### config.mk
export PLATFORM = sky130hd
export DESIGN_NAME = fetch_controller
export DESIGN_NICKNAME = d
export VERILOG_FILES = /design/src/rtl/fetch_controller.sv
export SDC_FILE = /design/constraint.sdc
export NUM_CORES = 1
export LEC_CHECK = 0
export ABC_AREA = 1
export ABC_CLOCK_PERIOD_IN_PS = 3300
export CAP_MARGIN = 25
export CORE_AREA = 2 2 136 191
export CTS_CLUSTER_SIZE = 8
export DETAILED_ROUTE_END_ITERATION = 8
export DIE_AREA = 0 0 138 193
export GPL_TIMING_DRIVEN = 0
export HOLD_SLACK_MARGIN = 0.15
export PLACE_DENSITY = 0.85
export SETUP_SLACK_MARGIN = 0.1
export SKIP_CTS_REPAIR_TIMING = 1
export SLEW_MARGIN = 25
export SYNTH_ARGS = -nofsm -noshare
export SYNTH_HDL_FRONTEND = slang
export SYNTH_SLANG_ARGS = --single-unit
### constraint.sdc
create_clock -name clk -period 3.3 [get_ports clk]
set_clock_uncertainty 0.1 [all_clocks]
set_input_delay 0.66 -clock clk [delete_from_list [all_inputs] [get_ports clk]]
set_output_delay 0.66 -clock clk [all_outputs]
set_load 0.02 [all_outputs]
### src/rtl/fetch_controller.sv
// Fetch sequencer: owns the PC and drives the combinational instruction memory.
// It registers fetched words into a valid/ready decode register, handles redirects and halts on an invalid fetch address.
module fetch_controller #(
  parameter logic [63:0] RESET_PC = 64'h0
) (
  input  logic        clk,
  input  logic        rst_n,
  output logic [63:0] mem_pc,
  input  logic [31:0] mem_instr,
  input  logic        mem_inv_addr,
  input  logic        redirect_valid,
  input  logic [63:0] redirect_pc,
  output logic        dec_valid,
  input  logic        dec_ready,
  output logic [31:0] dec_instr,
  output logic [63:0] dec_pc,
  output logic        fault,
  output logic [63:0] fault_pc,
  output logic [31:0] fetch_count
);

  typedef enum logic [0:0] {
    RUN   = 1'b0,
    FAULT = 1'b1
  } state_e;

  state_e      state_q, state_d;
  logic [63:0] pc_q, pc_d;
  logic        dec_valid_q, dec_valid_d;
  logic [31:0] dec_instr_q, dec_instr_d;
  logic [63:0] dec_pc_q, dec_pc_d;
  logic        fault_q, fault_d;
  logic [63:0] fault_pc_q, fault_pc_d;
  logic [31:0] fetch_count_q, fetch_count_d;
  logic        load;
  logic        handshake;

  always_comb begin
    load          = !dec_valid_q || dec_ready;
    handshake     = dec_valid_q && dec_ready;
    state_d       = state_q;
    pc_d          = pc_q;
    dec_valid_d   = dec_valid_q;
    dec_instr_d   = dec_instr_q;
    dec_pc_d      = dec_pc_q;
    fault_d       = fault_q;
    fault_pc_d    = fault_pc_q;
    fetch_count_d = fetch_count_q;

    // The handshake is counted even when a redirect drops the next word.
    if (handshake) begin
      fetch_count_d = fetch_count_q + 32'd1;
    end

    if (redirect_valid) begin
      state_d     = RUN;
      pc_d        = redirect_pc;
      dec_valid_d = 1'b0;
      fault_d     = 1'b0;
    end else begin
      case (state_q)
        RUN: begin
          if (load) begin
            if (mem_inv_addr) begin
              state_d     = FAULT;
              fault_d     = 1'b1;
              fault_pc_d  = pc_q;
              dec_valid_d = 1'b0;
            end else begin
              dec_instr_d = mem_instr;
              dec_pc_d    = pc_q;
              dec_valid_d = 1'b1;
              pc_d        = pc_q + 64'd4;
            end
          end
        end
        FAULT: begin
          if (handshake) begin
            dec_valid_d = 1'b0;
          end
        end
        default: state_d = RUN;
      endcase
    end
  end

  always_ff @(posedge clk or negedge rst_n) begin
    if (!rst_n) begin
      state_q       <= RUN;
      pc_q          <= RESET_PC;
      dec_valid_q   <= 1'b0;
      dec_instr_q   <= '0;
      dec_pc_q      <= '0;
      fault_q       <= 1'b0;
      fault_pc_q    <= '0;
      fetch_count_q <= '0;
    end else begin
      state_q       <= state_d;
      pc_q          <= pc_d;
      dec_valid_q   <= dec_valid_d;
      dec_instr_q   <= dec_instr_d;
      dec_pc_q      <= dec_pc_d;
      fault_q       <= fault_d;
      fault_pc_q    <= fault_pc_d;
      fetch_count_q <= fetch_count_d;
    end
  end

  assign mem_pc      = pc_q;
  assign dec_valid   = dec_valid_q;
  assign dec_instr   = dec_instr_q;
  assign dec_pc      = dec_pc_q;
  assign fault       = fault_q;
  assign fault_pc    = fault_pc_q;
  assign fetch_count = fetch_count_q;

endmodule
==> metrics.csv <==
metric,value,unit
result of the run,finished clean,
via count of the first global-routing pass,13027,
Final GP Congestion,1.01,
final setup violation count,0,
maximum operating frequency,403,MHz
number of H-tree levels,2,
dominant delay contributor by cell family on the critical path,buffers and inverters,
minimum setup slack among reg-to-reg paths,0.96,ns
measured slew at the worst slew-check pin,0.811,ns
most used routing layer in global routing,met2,
GRT met3 Usage,0.0598,
vias,13271,
root buf cell,clkbuf_16,
nets,2186,
post-placement cell area,16800,sq um
capturing element type of the critical path,primary output,
clock tree from TritonCTS,yes,
largest net degree at the start of global routing,98,
number of primary I/O pins,359,
Filler Cell Count,2020,
startpoint type of the worst setup path,flop,
die footprint,26600,sq um
R2R cell count,10,
stages on the worst setup path,1,
biggest area contributors in the synthesized netlist,"dfrtp_1 51%, nand2_1 18%, nor2_1 6.1%, o21ai_0 5.7%, nand3_1 4.3%",
Buf/Inv on CP,1,
footprint of the multi-input gates,5500,sq um
final non-filler cell area,17800,sq um
required time of the critical path,2.54,ns
number of max-slew violations in the final report,0,
Post-Synthesis Cells,1682,
clock sink count,259,
yosys warns,0,
wire length of the first global-routing pass,72700,um
Yosys reg bits,259,
global-route total usage across every layer,0.353,
met1 layer usage reported by global route,0.392,
first-iteration detailed-routing DRC count,1018,
met2 routing resource usage after global routing,0.624,
Core Area,25000,sq um
RSZ-0062 raised after global routing,no,
minimum clock period,2.48,ns
total area of sequential cells,6480,sq um
slowest cell on the critical path,clkdlybuf4s50_1,
sequential cell area fraction in the yosys report,0.507,
Critical path destination,mem_pc[29],
grt total ovfl,0,
DRC viols,0,
DR WL/cell,20.2,um
Post-Synthesis Net Count,1785,
clock network latency to the later pin of the worst-skew pair,0.53,ns
Initial Utilization,0.510,
Static Leakage,8.32,nW
share of the synthesized area in the top cell type,0.507,
Port-buffer cells,357,
PnR worst setup slack,0.818,ns
critical path arrival,1.72,ns
max-cap violations,0,
number of iterations in the first detailed-routing pass,6,
die height,193,um
cell taking the most area after synthesis,dfrtp_1,
total negative setup slack,0,ns
maximum root-to-sink buffer count,3,
final count of hold timing violations,0,
RR Startpoint,mem_pc[3],
Critical Path Fanout Max,5,
end of the worst register-to-register path,mem_pc[52],
die extent in x,138,um
IR Drop Worst-Case VDD,611,uV
pre-CTS setup slack,0.417,ns
WL final,48600,um
number of antenna violations at the first check in global routing,2,
number of unique standard cell types used by synthesis,44,
crit path kind,reg -> out,
Worst Setup SP,mem_pc[29],
number of core rows,69,
largest incremental delay on the critical path,0.67,ns
layout overhead on the synthesized area,39.6,%
Hold Path Class,reg -> reg,
"Clk pin slew, worst setup/hold paths",0.05,ns
Via-to-Cell Ratio,5.52,
Post-DP HPWL,37400,um
Post-DRT Antenna Nets,0,
syn avg cell area,7.60,sq um
chain of cells forming the critical path,clkdlybuf4s50_1,
worst slew slack as a fraction of its limit,0.460,
period utilization,0.752,
power density relative to cell area,599,nW/um^2
share of final-layout standard cells stronger than drive strength 1,0.0561,
total clock buffers created by CTS,38,
Post-Synthesis Cell Area,12800,sq um
-- per-layer routing --
| metal | vias up | share of wire |
|---|---|---|
| li1 | 6102 | - |
| met1 | 6273 | 0.35 |
| met2 | 706 | 0.50 |
| met3 | 190 | 0.072 |
| met4 | 0 | 0.077 |
| met5 | - | 0 |
-- cell usage after synthesis --
| cell type | instances |
|---|---|
| nand2_1 | 606 |
| dfrtp_1 | 259 |
| nor2_1 | 207 |
| o21ai_0 | 146 |
| inv_1 | 140 |
| nand3_1 | 111 |
| clkbuf_1 | 27 |
| buf_2 | 20 |
| xor2_1 | 20 |
| nand4_1 | 17 |
| nor2_2 | 14 |
| nor3_1 | 13 |
| o211ai_1 | 13 |
| xnor2_1 | 9 |
| buf_1 | 8 |
| a21oi_1 | 7 |
| nand2_2 | 7 |
| nor2_4 | 7 |
| a22oi_1 | 5 |
| o21ai_1 | 5 |
| buf_4 | 4 |
| nand3_2 | 4 |
| nand3b_1 | 4 |
| nor3_2 | 4 |
| inv_2 | 3 |
| ha_1 | 2 |
| nand4_2 | 2 |
| o311ai_0 | 2 |
| a211oi_1 | 1 |
| a21boi_0 | 1 |
| a21o_1 | 1 |
| a31oi_1 | 1 |
| a32oi_1 | 1 |
| and2_2 | 1 |
| and3_1 | 1 |
| clkinv_2 | 1 |
| nand2_4 | 1 |
| nand3_4 | 1 |
| nand3b_4 | 1 |
| nor2_8 | 1 |
| nor4_1 | 1 |
| o21a_1 | 1 |
| o21bai_1 | 1 |
| o41ai_1 | 1 |
-- cell usage in the layout (no fill, tap or decap), types with 8 or more instances in the layout --
cell	n
clkdlybuf4s50_1	356
o21ai_0	146
o211ai_1	13
nand4_1	17
nand2_1	606
xnor2_1	9
xor2_1	20
clkbuf_1	27
nor2_1	207
clkbuf_16	38
nor3_1	13
nand3_1	111
buf_1	8
buf_2	20
nor2_2	14
inv_1	140
dfrtp_1	259
-- per-stage QoR --
stage / power, mW / utilization / instances / hold WS [ns]
3_3_place_gp: 7.22 / 0.669 / 2358 / 0.354
4_1_cts: 10.7 / 0.712 / 2403 / -0.0500
3_5_place_dp: 7.30 / 0.673 / 2361 / 0.357
2_1_floorplan: 5.55 / - / 1682 / 0.264
5_1_grt: 11.1 / 0.713 / 2406 / 0.388
6_report: 10.7 / 0.713 / 2406 / 0.364
-- report_power, final --
group	switching [mW]	internal (mW)	total [mW]
Combinational	1.74	1.35	3.08
Sequential	0.483	3.72	4.21
Clock	1.36	2.03	3.39
Total	3.58	7.10	10.7
-- state kept, by name, summed over array words and instances, names as in the netlist --
signal / flops
dec_pc: 64
fault_pc: 64
mem_pc: 64
dec_instr: 32
fetch_count: 32
dec_valid: 1
fault: 1
state_q: 1
-- worst min-delay path by stage --
stage | to | start | cells after the start
2_1_floorplan | dec_instr[0] | rst_n | 0
3_3_place_gp | dec_instr[7] | dec_instr[7] | 2
3_5_place_dp | dec_instr[31] | dec_instr[31] | 2
4_1_cts | fetch_count[21] | rst_n | 1
5_1_grt | dec_instr[25] | dec_instr[25] | 2
6_report | dec_instr[15] | dec_instr[15] | 2
-- kinds of logic after synthesis --
logic type      Yosys count  synth area share
fa+ha+maj                 2           0.00196
xor+xnor                 29            0.0199
flops                   259             0.507
compound gates          186            0.0786
simple gates           1003             0.330
buf+inv                 203            0.0628
-- cell type report --
cell class,count,area share
Tap cell,319,0.0224
Inverter,144,0.0304
Multi-Input combinational cell,1220,0.308
Clock buffer,38,0.0533
Buffer,59,0.0147
Antenna cell,2,0.000280
Clock inverter,4,0.00231
Timing Repair Buffer,361,0.206
Sequential cell,259,0.363
Power figures use the tool's default switching activity.
